==> src/rtl/hs_upload_streamer.sv <==
// hs_upload_streamer: serves HPS uploads of one ioctl index from a game RAM window.
// On an upload of DUMP_INDEX it pauses the CPU, fetches bytes through the RAM
// side-port and returns them on ioctl_din; a save_trigger raises ioctl_upload_req.
// Ports: clk_sys, reset (async, active-high); save_trigger; ioctl_upload/rd/addr/index
// in; ioctl_din/wait/upload_req out; pause_cpu out, paused in; ram_address,
// ram_read_intent out, ram_data in; busy out (state != IDLE).
// Option: define HS_CHECKSUM_EN to return a mod-256 sum of the window at ioctl_addr==LENGTH.
module hs_upload_streamer #(
    parameter int ADDR_W      = 16,
    parameter int DUMP_INDEX  = 6,
    parameter int BASE_ADDR   = 0,
    parameter int LENGTH      = 101,
    parameter int RAM_LATENCY = 1
) (
    input  logic              clk_sys,
    input  logic              reset,
    input  logic              save_trigger,
    input  logic              ioctl_upload,
    input  logic              ioctl_rd,
    input  logic [24:0]       ioctl_addr,
    input  logic [7:0]        ioctl_index,
    output logic [7:0]        ioctl_din,
    output logic              ioctl_wait,
    output logic              ioctl_upload_req,
    output logic              pause_cpu,
    input  logic              paused,
    output logic [ADDR_W-1:0] ram_address,
    output logic              ram_read_intent,
    input  logic [7:0]        ram_data,
    output logic              busy
);

    localparam logic [2:0] IDLE    = 3'd0;
    localparam logic [2:0] HALT    = 3'd1;
    localparam logic [2:0] READY   = 3'd2;
    localparam logic [2:0] FETCH   = 3'd3;
    localparam logic [2:0] RELEASE = 3'd4;

    localparam logic [24:0]       LEN  = 25'(LENGTH);
    localparam logic [1:0]        LAT  = 2'(RAM_LATENCY);
    localparam logic [ADDR_W-1:0] BASE = ADDR_W'(BASE_ADDR);
    localparam logic [7:0]        IDX  = 8'(DUMP_INDEX);

    logic [2:0]  state;
    logic        active;
    logic        active_d;
    logic        rise;
    logic        pending;
    logic        save_pend;
    logic        capture;
    logic        do_serve;
    logic        in_range;
    logic [24:0] rd_addr;
    logic [24:0] sel_addr;
    logic [1:0]  cnt;
    logic [7:0]  oob_byte;

    assign active  = ioctl_upload & (ioctl_index == IDX);
    assign rise    = active & ~active_d;
    assign busy    = (state != IDLE);
    assign capture = (state == FETCH) && (cnt == LAT);

    // A read that arrived while the CPU had un-paused is parked in rd_addr
    // and replayed from HALT once paused returns.
    assign sel_addr = (state == HALT) ? rd_addr : ioctl_addr;
    assign in_range = (sel_addr < LEN);
    assign do_serve = active & paused &
                      (((state == READY) & ioctl_rd & ~ioctl_wait) |
                       ((state == HALT) & pending));

`ifdef HS_CHECKSUM_EN
    logic [7:0] sum;

    always_ff @(posedge clk_sys or posedge reset) begin
        if (reset) begin
            sum <= 8'h00;
        end else if (rise) begin
            sum <= 8'h00;
        end else if (capture) begin
            sum <= sum + ram_data;
        end
    end

    assign oob_byte = (sel_addr == LEN) ? sum : 8'hFF;
`else
    assign oob_byte = 8'hFF;
`endif

    always_ff @(posedge clk_sys or posedge reset) begin
        if (reset) begin
            state            <= IDLE;
            active_d         <= 1'b0;
            pause_cpu        <= 1'b0;
            ioctl_wait       <= 1'b0;
            ioctl_din        <= 8'h00;
            ioctl_upload_req <= 1'b0;
            ram_address      <= '0;
            ram_read_intent  <= 1'b0;
            save_pend        <= 1'b0;
            pending          <= 1'b0;
            rd_addr          <= '0;
            cnt              <= '0;
        end else begin
            active_d <= active;

            // Saves requested mid-upload are deferred until RELEASE.
            if (save_trigger) begin
                if (busy) begin
                    save_pend <= 1'b1;
                end else if (!rise) begin
                    ioctl_upload_req <= 1'b1;
                end
            end

            case (state)
                IDLE: begin
                    if (rise) begin
                        ioctl_upload_req <= 1'b0;
                        pause_cpu        <= 1'b1;
                        ioctl_wait       <= 1'b1;
                        state            <= HALT;
                    end
                end
                HALT: begin
                    if (!active) begin
                        pause_cpu  <= 1'b0;
                        ioctl_wait <= 1'b0;
                        pending    <= 1'b0;
                        state      <= RELEASE;
                    end else if (paused) begin
                        if (pending) begin
                            pending <= 1'b0;
                        end else begin
                            ioctl_wait <= 1'b0;
                            state      <= READY;
                        end
                    end
                end
                READY: begin
                    if (!active) begin
                        pause_cpu  <= 1'b0;
                        ioctl_wait <= 1'b0;
                        state      <= RELEASE;
                    end else if (!paused) begin
                        ioctl_wait <= 1'b1;
                        state      <= HALT;
                        if (ioctl_rd) begin
                            pending <= 1'b1;
                            rd_addr <= ioctl_addr;
                        end
                    end
                end
                FETCH: begin
                    if (capture) begin
                        ioctl_din       <= ram_data;
                        ram_read_intent <= 1'b0;
                        ioctl_wait      <= 1'b0;
                        if (!active) begin
                            pause_cpu <= 1'b0;
                            state     <= RELEASE;
                        end else begin
                            state <= READY;
                        end
                    end else begin
                        cnt <= cnt + 2'd1;
                    end
                end
                RELEASE: begin
                    if (save_pend || save_trigger) begin
                        ioctl_upload_req <= 1'b1;
                    end
                    save_pend <= 1'b0;
                    state     <= IDLE;
                end
                default: begin
                    state <= IDLE;
                end
            endcase

            if (do_serve) begin
                if (in_range) begin
                    ioctl_wait      <= 1'b1;
                    ram_address     <= BASE + sel_addr[ADDR_W-1:0];
                    ram_read_intent <= 1'b1;
                    cnt             <= '0;
                    state           <= FETCH;
                end else begin
                    ioctl_din  <= oob_byte;
                    ioctl_wait <= 1'b0;
                    state      <= READY;
                end
            end
        end
    end

endmodule
==> config.mk <==
export PLATFORM = sky130hd
export DESIGN_NAME = hs_upload_streamer
export DESIGN_NICKNAME = d
export VERILOG_FILES = /design/src/rtl/hs_upload_streamer.sv
export SDC_FILE = /design/constraint.sdc
export NUM_CORES = 1
export LEC_CHECK = 0
export ABC_CLOCK_PERIOD_IN_PS = 2360
export CAP_MARGIN = 20
export CORE_UTILIZATION = 62
export DETAILED_ROUTE_END_ITERATION = 10
export DONT_BUFFER_PORTS = 1
export PLACE_DENSITY = 0.78
export SYNTH_ARGS = -nofsm -noshare
export SYNTH_HDL_FRONTEND = slang
export SYNTH_SLANG_ARGS = --single-unit
export TNS_END_PERCENT = 10
==> constraint.sdc <==
create_clock -name clk_sys -period 2.36 [get_ports clk_sys]
set_input_delay 0.708 -clock clk_sys [delete_from_list [all_inputs] [get_ports clk_sys]]
set_output_delay 0.708 -clock clk_sys [all_outputs]
set_load 0.03 [all_outputs]
==> summary.md, run 1 <==
| Metric | Value |
|---|---|
| Placed instance count | `283` |
| # IOs | `76` |
| Clk sinks | `61` |
| Port buffer count | `0` |
| HP Class | `in2async` |
| Yosys top cell by area | `dfrtp_1` |
| Core area | `4090 um2` |
| Flip-flop and latch area | `1530 um2` |
| GR Layer Usage met1 | `0.269` |
| Worst Tran Pin Value | `604 ps` |
| GR Util All Layers | `0.248` |
| Top cells by count, synth | `dfrtp_1, mux2_2, nand2_1, nor2_1, nor2b_1` |
| First-pass GRT wire length | `8.10 mm` |
| Avg WL per Cell | `17.6 um` |
| Root Buffer | `clkbuf_8` |
| Num rows | `23` |
| #FFs+latches synth | `61` |
| DR pass1 iterations | `4` |
| Slew Limit Fails | `0` |
| Initial core utilization | `0.662` |
| GRT Max-Usage Layer | `met2` |
| Detailed-route DRC error count | `0` |
| Fraction of layout cells with a size suffix above 1 | `0.305` |
| Mapped Nets | `275` |
| Vias | `between 1500 and 2000` |
| Area of the multi-input gates | `1110 um2` |
| Crit path capture type | `flop` |
| Final Hold Violating Endpoints | `0` |
| Max transition margin | `0.596` |
| Vias in the first global route | `around 1800` |
| Area growth, synth to finish | `12.1%` |
| Ant. Diodes | `0` |
| Synth Instances | `227` |
| Die Area | `4630 um2` |
| CTS HTree Levels | `3` |
| GR Util met3 | `0.0983` |
| Number of vias per cell | `6.07` |
| Largest net degree at the start of global routing | `34` |
| Synthesis warning total | `0` |
| Num CTS Buffers | `9` |
| Final-stage net count | `294` |
| Max Cap Viol | `0` |
| 1st-iter DRT viols | `97` |
| Critical Path RT | `2570 ps` |
| Number of synthesized flops with an enable pin | `0` |
| Tmin final | `2230 ps` |
| RSZ-0062 raised after global routing | `false` |
| WP data arrival | `about 2400 ps` |
| Run status | `completed` |
| Routing usage on met2 | `0.407` |
| Pwr dens | `775 nW/um2` |
| Die Span Y | `just under 70 um` |
| Final number of setup-violating endpoints | `0` |
| Post-route ant nets | `0` |
| Grt total ovfl | `0` |
| Synth top area share | `0.564` |
| Max FO, Critical Path | `7` |
| Register area share after synthesis | `0.564` |
| Worst skew pair latency | `roughly 330 ps` |
| Worst vdd ir | `0.000619 V` |
| Critical path class | `reg2reg` |
| Post-Syn Area | `2710 um2` |
| Async S/R FF share, synth | `1.00` |
| Initial antenna violation count | `0` |
| Library cells used by synthesis | `44` |
| Most frequent cell after synthesis | `dfrtp_1` |
| Top post-synthesis cells by area | `dfrtp_1, mux2_2, nand2_1` |
| Syn_area_per_cell | `11.9 um2` |
| Fmax | `roughly 450 MHz` |
| Max Buffers Root-to-Sink | `2` |
| Main synth FF type | `dfrtp_1` |
| Hpwl dp | `3.98 mm` |
| WHS | `332 ps` |
| Die width | `68.1 um` |
| Worst clock skew | `4.93 ps` |
| TritonCTS clock tree | `yes` |
| Worst setup SP type | `flop` |
| RePlAce Congestion | `0.910` |
| Clock-pin slew on the worst setup and hold paths | `roughly 60 ps` |
| Fillers | `272` |
| Total Wirelength | `5.25 mm` |
| Tcrit/Tclk final | `0.945` |
| P_leak | `approximately 1.5 nW` |
| Non-Filler Instances | `299` |
| Post-CTS Hold Fix Bufs | `0` |
-- cell families after synthesis --
kind of cell / share of synthesized area
AOI/OAI and AO/OA: 0.0601
DFF: 0.564
adders and majority gates: 0.00462
buffers and inverters: 0.0282
xor gates and xnor gates: 0.00324
and+or+nand+nor: 0.178
muxes: 0.161
-- final timing paths --
kind                       slack [ps]  cells past startpoint               to         from
min in group clk_sys              500                      1      rd_addr[14]  rd_addr[14]
max reg2reg                       130                      5   ram_address[6]     state[1]
max in group asynchronous        1440                      2         state[1]        reset
max                               130                      5   ram_address[6]     state[1]
min                               330                      1  ram_address[13]        reset
min reg2reg                       500                      1      rd_addr[14]  rd_addr[14]
-- through the flow --
step                      total power, mW  setup TNS [ps]  setup slack [ps]   util  area, um2
after global placement               1.60           -2540              -198  0.700       2860
after detailed placement             1.62           -2820              -215  0.700       2860
after CTS                            2.34               0              58.8  0.735       3010
after floorplan                      1.50           -1490              -163      -       2710
after global routing                 2.46               0              31.6  0.742       3030
final                                2.35               0               131  0.742       3030
-- placed cells by master (no fill, tap or decap), types with 2 or more instances in the layout --
| master | instances |
|---|---|
| a31oi_1 | 2 |
| nor3b_1 | 3 |
| and3_1 | 2 |
| inv_1 | 7 |
| a22o_1 | 2 |
| a21oi_1 | 4 |
| nor2_1 | 16 |
| nand4b_1 | 2 |
| mux2i_1 | 2 |
| buf_12 | 2 |
| clkbuf_1 | 2 |
| clkbuf_8 | 9 |
| nor4_1 | 8 |
| dfrtp_1 | 60 |
| nor2b_1 | 11 |
| nand3_1 | 9 |
| buf_4 | 15 |
| o21ai_0 | 3 |
| o31ai_1 | 2 |
| clkinv_2 | 3 |
| or4_1 | 2 |
| o22ai_1 | 2 |
| mux2_2 | 37 |
| nand2_1 | 21 |
-- flip-flops by register name (all words and copies together), names as in the netlist --
signal and cells:
rd_addr 25, ram_address 16, ioctl_din 8, state 3, cnt 2, active_d 1
ioctl_upload_req 1, ioctl_wait 1, pause_cpu 1, pending 1, ram_read_intent 1, save_pend 1
-- power breakdown --
part	switching [mW]	leakage, nW	internal (mW)
Sequential	0.0415	0.775	1.09
Clock	0.359	0.0788	0.364
Combinational	0.271	0.639	0.229
Total	0.672	1.49	1.68
-- area by class of cell --
cell class / instances / area share
Timing Repair Buffer: 17 / 0.0504
Tap cell: 50 / 0.0206
Clock buffer: 11 / 0.0433
Multi-Input combinational cell: 149 / 0.367
Sequential cell: 61 / 0.504
Inverter: 8 / 0.00991
Clock inverter: 3 / 0.00495
-- critical path, cell delays in order, from the launching register on --
cell	delay (ps)
dfrtp_2	420
nor4bb_2	300
a31oi_1	70
or4b_4	580
nor3_4	360
mux2_2	380
-- per-layer routing --
metal / vias to the layer above / part of all wire
li1: 846 / -
met1: 884 / 0.40
met2: 75 / 0.51
met3: 11 / 0.074
met4: 0 / 0.021
met5: - / 0
-- repair_timing --
action / 4_1_cts / 5_1_grt
endpoints found under the setup margin: 0 / 16
gates resized for setup: 0 / 3
hold endpoints to repair: 0 / 0
buffers inserted: 0 / 2
Note: power is estimated with default switching activity, not from simulation.
==> run 2, diff against run 1 <==
--- a/config.mk
+++ b/config.mk
@@ -5,9 +5,11 @@
 export SDC_FILE = /design/constraint.sdc
 export NUM_CORES = 1
 export LEC_CHECK = 0
-export ABC_CLOCK_PERIOD_IN_PS = 2360
+export ABC_AREA = 0
+export ABC_CLOCK_PERIOD_IN_PS = 2160
 export CAP_MARGIN = 20
 export CORE_UTILIZATION = 62
+export CTS_CLUSTER_DIAMETER = 120
 export DETAILED_ROUTE_END_ITERATION = 10
 export DONT_BUFFER_PORTS = 1
 export PLACE_DENSITY = 0.78
==> constraint.sdc (replaced) <==
create_clock -name clk_sys -period 2.16 [get_ports clk_sys]
set_input_delay 0.648 -clock clk_sys [delete_from_list [all_inputs] [get_ports clk_sys]]
set_output_delay 0.648 -clock clk_sys [all_outputs]
set_load 0.03 [all_outputs]
==> run 2 against run 1 <==
Against the previous run:
- combinational power is 22% higher
- non-clock buffer count grew 8
- critical endpoint is now ram_address[2]
- sequential power grew 9.7%
- largest cell class unchanged
==> summary.md, run 2 (same netlist as run 1, synthesis figures left out) <==
| Metric | Value |
|---|---|
| Run status | `completed` |
| Worst skew pair latency | `~340 ps` |
| P_leak | `1.58 nW` |
| Number of vias per cell | `6.09` |
| RSZ-0062 raised after global routing | `true` |
| Slowest CP cell | `or4b_4` |
| Max FO, Critical Path | `7` |
| Port buffer count | `0` |
| Area growth, synth to finish | `19.3%` |
| DR pass1 iterations | `4` |
| WP data arrival | `2370 ps` |
| Final number of setup-violating endpoints | `0` |
| Core area | `just over 4000 um2` |
| Largest net degree at the start of global routing | `34` |
| Top flop regs | `rd_addr x25, ram_address x16, ioctl_din x8` |
| Tcrit/Tclk final | `0.993` |
| Num CTS Buffers | `9` |
| Die Span Y | `around 70 um` |
| Critical path class | `reg2reg` |
| Detailed-route DRC error count | `0` |
| Post-CTS Hold Fix Bufs | `0` |
| Clk sinks | `61` |
| Fmax | `466 MHz` |
| Grt total ovfl | `0` |
| Post-layout worst setup margin | `14.7 ps` |
| Worst vdd ir | `0.000671 V` |
| GR Util All Layers | `0.273` |
| Initial antenna violation count | `0` |
| Worst Tran Pin Value | `405 ps` |
| Max Cap Viol | `0` |
| Critical path's top delay family | `simple AND/OR/NAND/NOR gates` |
| Dpl cell area | `about 2900 um2` |
| HP Class | `in2async` |
| Slew Limit Fails | `0` |
| Vias in the first global route | `1968` |
| Final instance area | `roughly 3200 um2` |
| Fillers | `~230` |
| Critical Path RT | `around 2400 ps` |
| Num rows | `23` |
| Sequential share of power | `0.427` |
| Clock-pin slew on the worst setup and hold paths | `about 60 ps` |
| Clk pwr share | `0.364` |
| Root Buffer | `clkbuf_8` |
| Pwr dens | `901 nW/um2` |
| Crit-path max cell delay | `about 540 ps` |
| Post-route ant nets | `0` |
| Top reg by flops | `rd_addr` |
| RePlAce Congestion | `around 0.9` |
| Avg WL per Cell | `between 15 and 20 um` |
| Leading cell type in the layout, fill and taps excluded | `dfrtp_1` |
| Logic gate share of total power | `0.209` |
| Pre-CTS WS | `-391 ps` |
| Vias | `1883` |
| Final Hold Violating Endpoints | `0` |
| Worst clock skew | `8.79 ps` |
| Total Wirelength | `5.89 mm` |
| Final-stage net count | `302` |
| NetSw | `0.808 mW` |
| Fraction of layout cells with a size suffix above 1 | `0.359` |
| Worst setup SP type | `flop` |
| Crit path capture type | `flop` |
| Ant. Diodes | `0` |
| Hpwl dp | `4.17 mm` |
| Max transition margin | `0.730` |
| Net Sw Frac | `0.278` |
| Initial core utilization | `0.662` |
| First-pass GRT wire length | `8.89 mm` |
| Crit path buffers/inverters | `1` |
| Commonest non-fill, non-tap cells in the layout | `dfrtp_1, mux2_2, buf_4` |
| Die width | `slightly below 70 um` |
| 1st-iter DRT viols | `132` |
| TritonCTS clock tree | `yes` |
| Worst-path cell chain | `nor4bb_4, a31oi_1, or4b_4, nor3_4, buf_12, mux2_4` |
| Internal power | `2.10 mW` |
| Largest register FFs | `25` |
| Tmin final | `around 2100 ps` |
| Max Buffers Root-to-Sink | `2` |
| # IOs | `between 70 and 80` |
| Die Area | `4630 um2` |
| CTS HTree Levels | `3` |
==> run 2: worst reg2reg max path, cell delays in order (launching register included) <==
cell and delay (ps):
dfrtp_2 440, nor4bb_4 290, a31oi_1 60, or4b_4 540, nor3_4 240, buf_12 150
mux2_4 300
==> run 2: cell type report <==
class | count | area (um2) | area share
multi-input cells | 149 | 1180 | 0.366
clock buffers | 13 | 169 | 0.0523
inverters | 8 | 30.0 | 0.00930
repair buffers | 25 | 216 | 0.0671
flip-flops and latches | 61 | 1530 | 0.473
clock inverters | 3 | 42.5 | 0.0132
well taps | 50 | 62.6 | 0.0194
==> run 2: through the flow <==
step	hold WS [ps]	util	total power [mW]	TNS, ps	instances
6_report	253	0.790	2.91	0	309
5_1_grt	285	0.790	3.02	-424	309
4_1_cts	252	0.774	2.89	-151	309
3_5_place_dp	486	0.708	1.80	-8640	289
3_3_place_gp	479	0.708	1.77	-6640	289
2_1_floorplan	470	-	1.64	-4930	227
==> run 2: per-layer routing <==
layer	global-route usage	up-vias	wire [um]
met5	0	-	0
met4	0.167	0	112
met3	0.0850	11	336
met2	0.466	69	3130
met1	0.294	938	2320
li1	-	865	-
==> run 2: final timing paths <==
check | from | endpoint | slack, ps | cells after the start
max | state[0] | ram_address[2] | 10 | 6
min | reset | ram_address[14] | 250 | 2
max reg2reg | state[0] | ram_address[2] | 10 | 6
min reg2reg | rd_addr[14] | rd_addr[14] | 500 | 1
max in group asynchronous | reset | state[0] | 1570 | 2
min in group clk_sys | ram_data[5] | ioctl_din[5] | 440 | 2
==> run 2: what timing repair did <==
action,in CTS,in global routing
pin swaps,4,4
gates resized for setup,4,13
endpoints found under the setup margin,29,29
setup buffers,4,0
==> run 2: power groups by stage <==
stage / clock, mW / sequential (mW) / combinational, mW
after floorplan: 0 / 1.25 / 0.388
after global placement: 0 / 1.25 / 0.525
after detailed placement: 0 / 1.25 / 0.550
after CTS: 1.07 / 1.23 / 0.585
after global routing: 1.11 / 1.25 / 0.660
final: 1.06 / 1.24 / 0.608
